**src/rtl/cpu_pkg.sv**
```systemverilog
// cpu_pkg: shared decode constants for the pipelined MIPS core.
//   - opcode / funct encodings of the base and extended instruction sets
//   - TYPE_W and one-hot bit indices of the instruction classes (err on top)
//   - TUSE_NONE, the "operand never read" Tuse value
//   - id_slot_t, the decoded contents of the IF/ID register (PC kept apart
//     because its width is a parameter of the stage)
package cpu_pkg;

  localparam int TYPE_W = 18;

  // Opcodes (instr[31:26])
  localparam logic [5:0] OP_RTYPE = 6'b000000;
  localparam logic [5:0] OP_J     = 6'b000010;
  localparam logic [5:0] OP_JAL   = 6'b000011;
  localparam logic [5:0] OP_BEQ   = 6'b000100;
  localparam logic [5:0] OP_BNE   = 6'b000101;
  localparam logic [5:0] OP_ADDIU = 6'b001001;
  localparam logic [5:0] OP_ORI   = 6'b001101;
  localparam logic [5:0] OP_LUI   = 6'b001111;
  localparam logic [5:0] OP_LW    = 6'b100011;
  localparam logic [5:0] OP_SW    = 6'b101011;

  // R-type function codes (instr[5:0])
  localparam logic [5:0] FN_SLL  = 6'b000000;
  localparam logic [5:0] FN_JR   = 6'b001000;
  localparam logic [5:0] FN_JALR = 6'b001001;
  localparam logic [5:0] FN_ADDU = 6'b100001;
  localparam logic [5:0] FN_SUBU = 6'b100011;
  localparam logic [5:0] FN_AND  = 6'b100100;
  localparam logic [5:0] FN_OR   = 6'b100101;
  localparam logic [5:0] FN_SLT  = 6'b101010;

  // One-hot class bit positions in itype
  localparam int IT_ADDU  = 0;
  localparam int IT_SUBU  = 1;
  localparam int IT_SLL   = 2;
  localparam int IT_JR    = 3;
  localparam int IT_ORI   = 4;
  localparam int IT_LW    = 5;
  localparam int IT_SW    = 6;
  localparam int IT_BEQ   = 7;
  localparam int IT_LUI   = 8;
  localparam int IT_J     = 9;
  localparam int IT_JAL   = 10;
  localparam int IT_JALR  = 11;
  localparam int IT_SLT   = 12;
  localparam int IT_AND   = 13;
  localparam int IT_OR    = 14;
  localparam int IT_BNE   = 15;
  localparam int IT_ADDIU = 16;
  localparam int IT_ERR   = 17;

  localparam logic [1:0] TUSE_NONE = 2'd3;

  typedef logic [TYPE_W-1:0] itype_t;

  typedef struct packed {
    logic        valid;
    logic [31:0] instr;
    itype_t      itype;
    logic [4:0]  rs;
    logic [4:0]  rt;
    logic [4:0]  wa;
    logic [1:0]  tuse_rs;
    logic [1:0]  tuse_rt;
    logic [1:0]  tnew;
    logic        ri;
  } id_slot_t;

  // Empty ID slot: no class, no destination, reads no operands.
  function automatic id_slot_t bubble_slot();
    id_slot_t s;
    s         = '0;
    s.tuse_rs = TUSE_NONE;
    s.tuse_rt = TUSE_NONE;
    return s;
  endfunction

endpackage

```
**src/rtl/instr_class_dec.sv**
```systemverilog
// instr_class_dec: purely combinational instruction classifier.
//   Parameter EXT_EN : 1 decodes jalr/slt/and/or/bne/addiu, 0 sends them to err.
//   instr   in  32      instruction word
//   itype   out TYPE_W  one-hot class (exactly one bit set, err if unknown)
//   wa      out 5       destination register, 0 when nothing is written
//   tuse_rs out 2       cycles until rs is needed (3 = never)
//   tuse_rt out 2       cycles until rt is needed (3 = never)
//   tnew    out 2       cycles until the result exists, 0 when wa is 0
module instr_class_dec
  import cpu_pkg::*;
#(
  parameter int EXT_EN = 1
) (
  input  logic [31:0]       instr,
  output logic [TYPE_W-1:0] itype,
  output logic [4:0]        wa,
  output logic [1:0]        tuse_rs,
  output logic [1:0]        tuse_rt,
  output logic [1:0]        tnew
);

  localparam bit EXT_OK = (EXT_EN != 0);

  logic [5:0] op;
  logic [5:0] fn;
  logic [4:0] rt;
  logic [4:0] rd;
  logic       unused_fields;

  assign op = instr[31:26];
  assign fn = instr[5:0];
  assign rt = instr[20:16];
  assign rd = instr[15:11];
  // rs and shamt play no part in classification.
  assign unused_fields = ^{instr[25:21], instr[10:6]};

  always_comb begin
    itype = '0;
    if (op == OP_RTYPE) begin
      case (fn)
        FN_ADDU: itype[IT_ADDU] = 1'b1;
        FN_SUBU: itype[IT_SUBU] = 1'b1;
        FN_SLL:  itype[IT_SLL]  = 1'b1;
        FN_JR:   itype[IT_JR]   = 1'b1;
        FN_JALR: itype[IT_JALR] = EXT_OK;
        FN_SLT:  itype[IT_SLT]  = EXT_OK;
        FN_AND:  itype[IT_AND]  = EXT_OK;
        FN_OR:   itype[IT_OR]   = EXT_OK;
        default: itype = '0;
      endcase
    end else begin
      case (op)
        OP_ORI:   itype[IT_ORI]   = 1'b1;
        OP_LW:    itype[IT_LW]    = 1'b1;
        OP_SW:    itype[IT_SW]    = 1'b1;
        OP_BEQ:   itype[IT_BEQ]   = 1'b1;
        OP_LUI:   itype[IT_LUI]   = 1'b1;
        OP_J:     itype[IT_J]     = 1'b1;
        OP_JAL:   itype[IT_JAL]   = 1'b1;
        OP_BNE:   itype[IT_BNE]   = EXT_OK;
        OP_ADDIU: itype[IT_ADDIU] = EXT_OK;
        default:  itype = '0;
      endcase
    end
    // Anything unrecognised, including extended ops when disabled, is err.
    if (itype == '0) itype[IT_ERR] = 1'b1;
  end

  // Class groups used by the timing tables.
  logic r_alu, dst_rd, dst_rt, dst_31, br_cmp;
  logic [4:0] wa_raw;

  assign r_alu  = itype[IT_ADDU] | itype[IT_SUBU] | itype[IT_SLT] |
                  itype[IT_AND]  | itype[IT_OR];
  assign dst_rd = r_alu | itype[IT_SLL] | itype[IT_JALR];
  assign dst_rt = itype[IT_ORI] | itype[IT_LUI] | itype[IT_ADDIU] | itype[IT_LW];
  assign dst_31 = itype[IT_JAL];
  assign br_cmp = itype[IT_BEQ] | itype[IT_BNE];

  always_comb begin
    wa_raw = 5'd0;
    if (dst_rd)      wa_raw = rd;
    else if (dst_rt) wa_raw = rt;
    else if (dst_31) wa_raw = 5'd31;
  end

  // Writing $0 is no write at all, so it must not create a hazard.
  assign wa = wa_raw;

  always_comb begin
    tuse_rs = TUSE_NONE;
    if (br_cmp | itype[IT_JR] | itype[IT_JALR])
      tuse_rs = 2'd0;
    else if (r_alu | itype[IT_ORI] | itype[IT_ADDIU] | itype[IT_LW] | itype[IT_SW])
      tuse_rs = 2'd1;

    tuse_rt = TUSE_NONE;
    if (br_cmp)                     tuse_rt = 2'd0;
    else if (r_alu | itype[IT_SLL]) tuse_rt = 2'd1;
    else if (itype[IT_SW])          tuse_rt = 2'd2;

    tnew = 2'd0;
    if (wa_raw != 5'd0) begin
      if (itype[IT_LW])
        tnew = 2'd3;
      else if (itype[IT_JAL] | itype[IT_JALR])
        tnew = 2'd1;
      else if (r_alu | itype[IT_ORI] | itype[IT_ADDIU] | itype[IT_LUI] | itype[IT_SLL])
        tnew = 2'd2;
    end
  end

endmodule

```
**src/rtl/decode_stage_reg.sv**
```systemverilog
// decode_stage_reg: D-stage front end. Decodes the fetched instruction and
// registers it, with its hazard timing, at the IF/ID boundary.
//   clk, reset         rising-edge clock, asynchronous active-high reset
//   en                 load enable (0 = stall, register holds)
//   flush              load a bubble at the next edge (beats a stall)
//   f_valid/f_instr/f_pc  fetch slot
//   d_valid/d_instr/d_pc  registered slot
//   d_itype            one-hot class, zero for a bubble
//   d_rs, d_rt, d_wa   register fields and destination
//   d_tuse_rs/rt, d_tnew  hazard timing
//   d_ri               reserved instruction (err class in a valid slot)
// Handshake: no valid/ready pair here; a slot is consumed every edge on which
// en=1, and f_valid=0 on such an edge loads a bubble. All outputs are flops.
module decode_stage_reg
  import cpu_pkg::*;
#(
  parameter int              PC_W     = 32,
  parameter logic [PC_W-1:0] RESET_PC = 32'h0000_3000,
  parameter int              EXT_EN   = 1
) (
  input  logic              clk,
  input  logic              reset,
  input  logic              en,
  input  logic              flush,
  input  logic              f_valid,
  input  logic [31:0]       f_instr,
  input  logic [PC_W-1:0]   f_pc,
  output logic              d_valid,
  output logic [31:0]       d_instr,
  output logic [PC_W-1:0]   d_pc,
  output logic [TYPE_W-1:0] d_itype,
  output logic [4:0]        d_rs,
  output logic [4:0]        d_rt,
  output logic [4:0]        d_wa,
  output logic [1:0]        d_tuse_rs,
  output logic [1:0]        d_tuse_rt,
  output logic [1:0]        d_tnew,
  output logic              d_ri
);

  logic [TYPE_W-1:0] dec_itype;
  logic [4:0]        dec_wa;
  logic [1:0]        dec_tuse_rs;
  logic [1:0]        dec_tuse_rt;
  logic [1:0]        dec_tnew;

  instr_class_dec #(.EXT_EN(EXT_EN)) u_dec (
    .instr   (f_instr),
    .itype   (dec_itype),
    .wa      (dec_wa),
    .tuse_rs (dec_tuse_rs),
    .tuse_rt (dec_tuse_rt),
    .tnew    (dec_tnew)
  );

  id_slot_t        slot_d, slot_q;
  logic [PC_W-1:0] pc_d, pc_q;
  id_slot_t        load_slot;

  always_comb begin
    load_slot         = '0;
    load_slot.valid   = 1'b1;
    load_slot.instr   = f_instr;
    load_slot.itype   = dec_itype;
    load_slot.rs      = f_instr[25:21];
    load_slot.rt      = f_instr[20:16];
    load_slot.wa      = dec_wa;
    load_slot.tuse_rs = dec_tuse_rs;
    load_slot.tuse_rt = dec_tuse_rt;
    load_slot.tnew    = dec_tnew;
    load_slot.ri      = dec_itype[IT_ERR];
  end

  // Priority below reset: flush > hold > load.
  always_comb begin
    slot_d = slot_q;
    pc_d   = pc_q;
    if (flush) begin
      slot_d = bubble_slot();
      pc_d   = RESET_PC;
    end else if (en) begin
      if (f_valid) begin
        slot_d = load_slot;
        pc_d   = f_pc;
      end else begin
        slot_d = bubble_slot();
        pc_d   = RESET_PC;
      end
    end
  end

  always_ff @(posedge clk or posedge reset) begin
    if (reset) begin
      slot_q <= bubble_slot();
      pc_q   <= RESET_PC;
    end else begin
      slot_q <= slot_d;
      pc_q   <= pc_d;
    end
  end

  assign d_valid   = slot_q.valid;
  assign d_instr   = slot_q.instr;
  assign d_pc      = pc_q;
  assign d_itype   = slot_q.itype;
  assign d_rs      = slot_q.rs;
  assign d_rt      = slot_q.rt;
  assign d_wa      = slot_q.wa;
  assign d_tuse_rs = slot_q.tuse_rs;
  assign d_tuse_rt = slot_q.tuse_rt;
  assign d_tnew    = slot_q.tnew;
  assign d_ri      = slot_q.ri;

endmodule

```
**config.mk**
```make
export PLATFORM = sky130hd
export DESIGN_NAME = decode_stage_reg
export DESIGN_NICKNAME = d
export VERILOG_FILES = /design/src/rtl/cpu_pkg.sv /design/src/rtl/instr_class_dec.sv /design/src/rtl/decode_stage_reg.sv
export SDC_FILE = /design/constraint.sdc
export NUM_CORES = 1
export LEC_CHECK = 0
export CAP_MARGIN = 10
export CELL_PAD_IN_SITES_DETAIL_PLACEMENT = 2
export CELL_PAD_IN_SITES_GLOBAL_PLACEMENT = 2
export CORE_MARGIN = 2
export CORE_UTILIZATION = 26
export CTS_CLUSTER_DIAMETER = 150
export DETAILED_ROUTE_END_ITERATION = 16
export MAX_ROUTING_LAYER = met4
export PLACE_DENSITY_LB_ADDON = 0.05
export SYNTH_ARGS = -nofsm -noshare
export SYNTH_HDL_FRONTEND = slang
export SYNTH_HIERARCHICAL = 1
export SYNTH_SLANG_ARGS = --single-unit
```
**constraint.sdc**
```tcl
create_clock -name clk -period 3.6 [get_ports clk]
set_clock_uncertainty 0.1 [all_clocks]
set_input_delay 0.36 -clock clk [delete_from_list [all_inputs] [get_ports clk]]
set_output_delay 0.36 -clock clk [all_outputs]
set_load 0.1 [all_outputs]
```
==> run metrics <==
Slowest-stage cell, CP clkdlybuf4s50_1; status finished, final reports clean; Net count, final 644; Max Clk Rate between 300 and 400 MHz; Buf/Inv on CP 1; number of antenna repair diodes 0; Async SR Flop Fraction 100%; PwrDens 402 nW/µm²; largest cells by area after synthesis dfrtp_1 (49%), a32o_1 (8.9%), nand2b_1 (6.8%); drt total wl 16200 µm; reg-to-reg endpoint d_tuse_rt[1]; Setup CP Type in2reg; fill cell count 1839; count leader, synth dfrtp_1; sequential area share after synthesis between 50% and 60%; worst hold path type in2async; top cell type's share of synthesized area 48.9%; Avg Inst Size Synth a little over 10 µm²; post-CTS resize count 0; Avg WL per Cell 20.2 µm; RR Startpoint d_tuse_rt[1]; multi-input logic area 1800 µm²; Final Util 38.2%; Least-Margin Pin Slew approximately 1.1 ns; net switching power 0.896 mW; Yosys warning count 6; Core Footprint roughly 17000 µm²; Cells after DPL 789; CP max FO 9; Top FF cell, synth dfrtp_1; r2r setup slk 2.65 ns; CP required between 3 and 4 ns; first-pass GRT wire length roughly 25000 µm; maxcap violations 0; CTS Hold Bufs 0; Reg power frac 41.9%; total die area 18400 µm²; Syn-to-layout area delta 45.2%; routability cong. a little under 0.8; Post-synth EDFFs 0; Mapped Cells approximately 440; CP endpoint kind flop; initial antenna violation count 0; DRT iter0 DRCs approximately 170; PortBufs 173; Worst IR Drop VDD 0.195 mV; TritonRoute pass-1 iters 4; num rows 48; vias in the first global route 4467; Static Leak 2.52 nW; Synth Register Bits between 90 and 100; CTS buffer count 9; Final Hold Slack ~0.3 ns; logic gate share of total power 22.4%; die span in y 136 µm; CTS H-tree lvls 3; top cells by count, synth dfrtp_1 (88), a21oi_1 (51), nand2b_1 (49); drt drc 0; GRT overflow 0; worst setup slack after layout 1.00 ns; post-synth cell types 43; DRT antenna net count 0; post-CTS setup buffers 0; Boundary Pins 174; share of cells above drive strength 1 approximately 6.4%; Most common cell on crit path a21oi_1; CP Launch Type input port; critical path, cell by cell clkdlybuf4s50_1 -> nor4_1 -> nand2_1 -> a21oi_1 -> a221o_1 -> nand3_1 -> a21oi_1; initial core utilization 26.3%; Critical Path Max Stage Delay 0.56 ns; Synth area leader dfrtp_1; DP HPWL ~11000 µm; Clock transition at path regs approximately 0.07 ns; Place WS 0.676 ns; Cell Area, Synth 4510 µm²; clock latency on the worst-skew pair 0.35 ns; root buf cell clkbuf_16; Slew Limit Fails 0; Final Hold Vio Count 0; R2R depth 2; clock tree sinks 94; CP top delay family simple AND/OR/NAND/NOR gates; chip width ~140 µm; Cell Int Power 1.74 mW; setup total negative slack 0 ns; Vias about 4000; Slew HR 27.9%; FF+latch area roughly 2400 µm²; crit path DAT 2.77 ns; final period utilization 72.2%; Final setup viols 0; Global Route Usage Sum 18.5%; syn nets 507; Period minus WS final ~2.6 ns; Max clock buf depth 2; vias per cell between 5 and 6; Post-Layout Cell Count 805; clock share of power 35.7%; Sw Ratio 34.0%; pin count of the biggest net entering global routing between 100 and 150; CTS tree done; RSZ-0062 raised after global routing false
-- through the flow --
stage | power, mW | instance area [µm²]
finish | 2.63 | 6540
global route | 2.74 | 6540
CTS | 2.68 | 6540
detailed placement | 1.72 | 6260
global placement | 1.71 | 6260
floorplan | 1.52 | 4510
-- power groups by stage --
stage | clock network (mW) | registers, mW | logic, mW
floorplan | 0 | 1.33 | 0.188
global placement | 0 | 1.12 | 0.590
detailed placement | 0 | 1.12 | 0.597
CTS | 0.980 | 1.10 | 0.599
global route | 1.01 | 1.11 | 0.623
finish | 0.939 | 1.10 | 0.591
-- cells in the final DEF, fill, tap and decap left out, types with 3 or more instances in the layout --
cell type,instances
nor2_1,12
a21oi_1,51
nor3_1,14
nand2b_1,49
a31oi_1,7
nor4_1,5
dfrtp_1,88
a211o_1,3
clkbuf_16,9
nand3b_1,3
dfstp_2,6
buf_4,6
or4_1,4
a221o_1,5
nand2_1,10
nand3_1,47
a32o_1,40
inv_1,9
clkdlybuf4s50_1,170
-- sequential cells by signal, summed over array words and instances, names as in the netlist --
register   count
d_tnew         2
d_tuse_rt      2
d_wa           5
d_itype       18
d_pc          32
d_instr       32
d_valid        1
d_tuse_rs      2
-- final cells by class --
cell class / instances / area share [%]
Clock buffer: 10 / 3.50
Clock inverter: 6 / 0.841
Inverter: 10 / 0.612
Multi-Input combinational cell: 281 / 27.5
Sequential cell: 94 / 36.1
Tap cell: 225 / 4.30
Timing Repair Buffer: 179 / 27.2
-- cell families (layout without fill, tap and decap cells) --
group                  after synthesis  count (layout)  synth area share [%]
AND/OR/NAND/NOR                    162             162                  20.2
flip-flops                          94              94                  52.4
buffers and inverters               63             205                  7.97
AO/OA/AOI/OAI                      117             117                  19.1
XOR/XNOR                             1               1                 0.194
multiplexers                         1               1                 0.222
-- routing by layer --
metal	global-route usage, %	up-vias	routed length (µm)	part of all wire (%)
li1	-	1870	-	-
met1	24.3	2069	7360	45
met2	28.7	103	7810	48
met3	4.26	9	881	5.4
met4	5.21	0	166	1.0
met5	-	-	0	0
-- worst max-delay path by stage --
stage / start / end / slack, ns / depth (start not counted)
2_1_floorplan: reset / d_instr[0] / 0.70 / 1
3_3_place_gp: f_instr[29] / d_wa[1] / 0.83 / 7
3_5_place_dp: f_instr[29] / d_wa[0] / 0.68 / 7
4_1_cts: f_instr[29] / d_wa[0] / 1.04 / 7
5_1_grt: f_instr[26] / d_wa[0] / 0.84 / 7
6_report: f_instr[26] / d_wa[0] / 1.00 / 7
(Power assumes the default switching activity.)
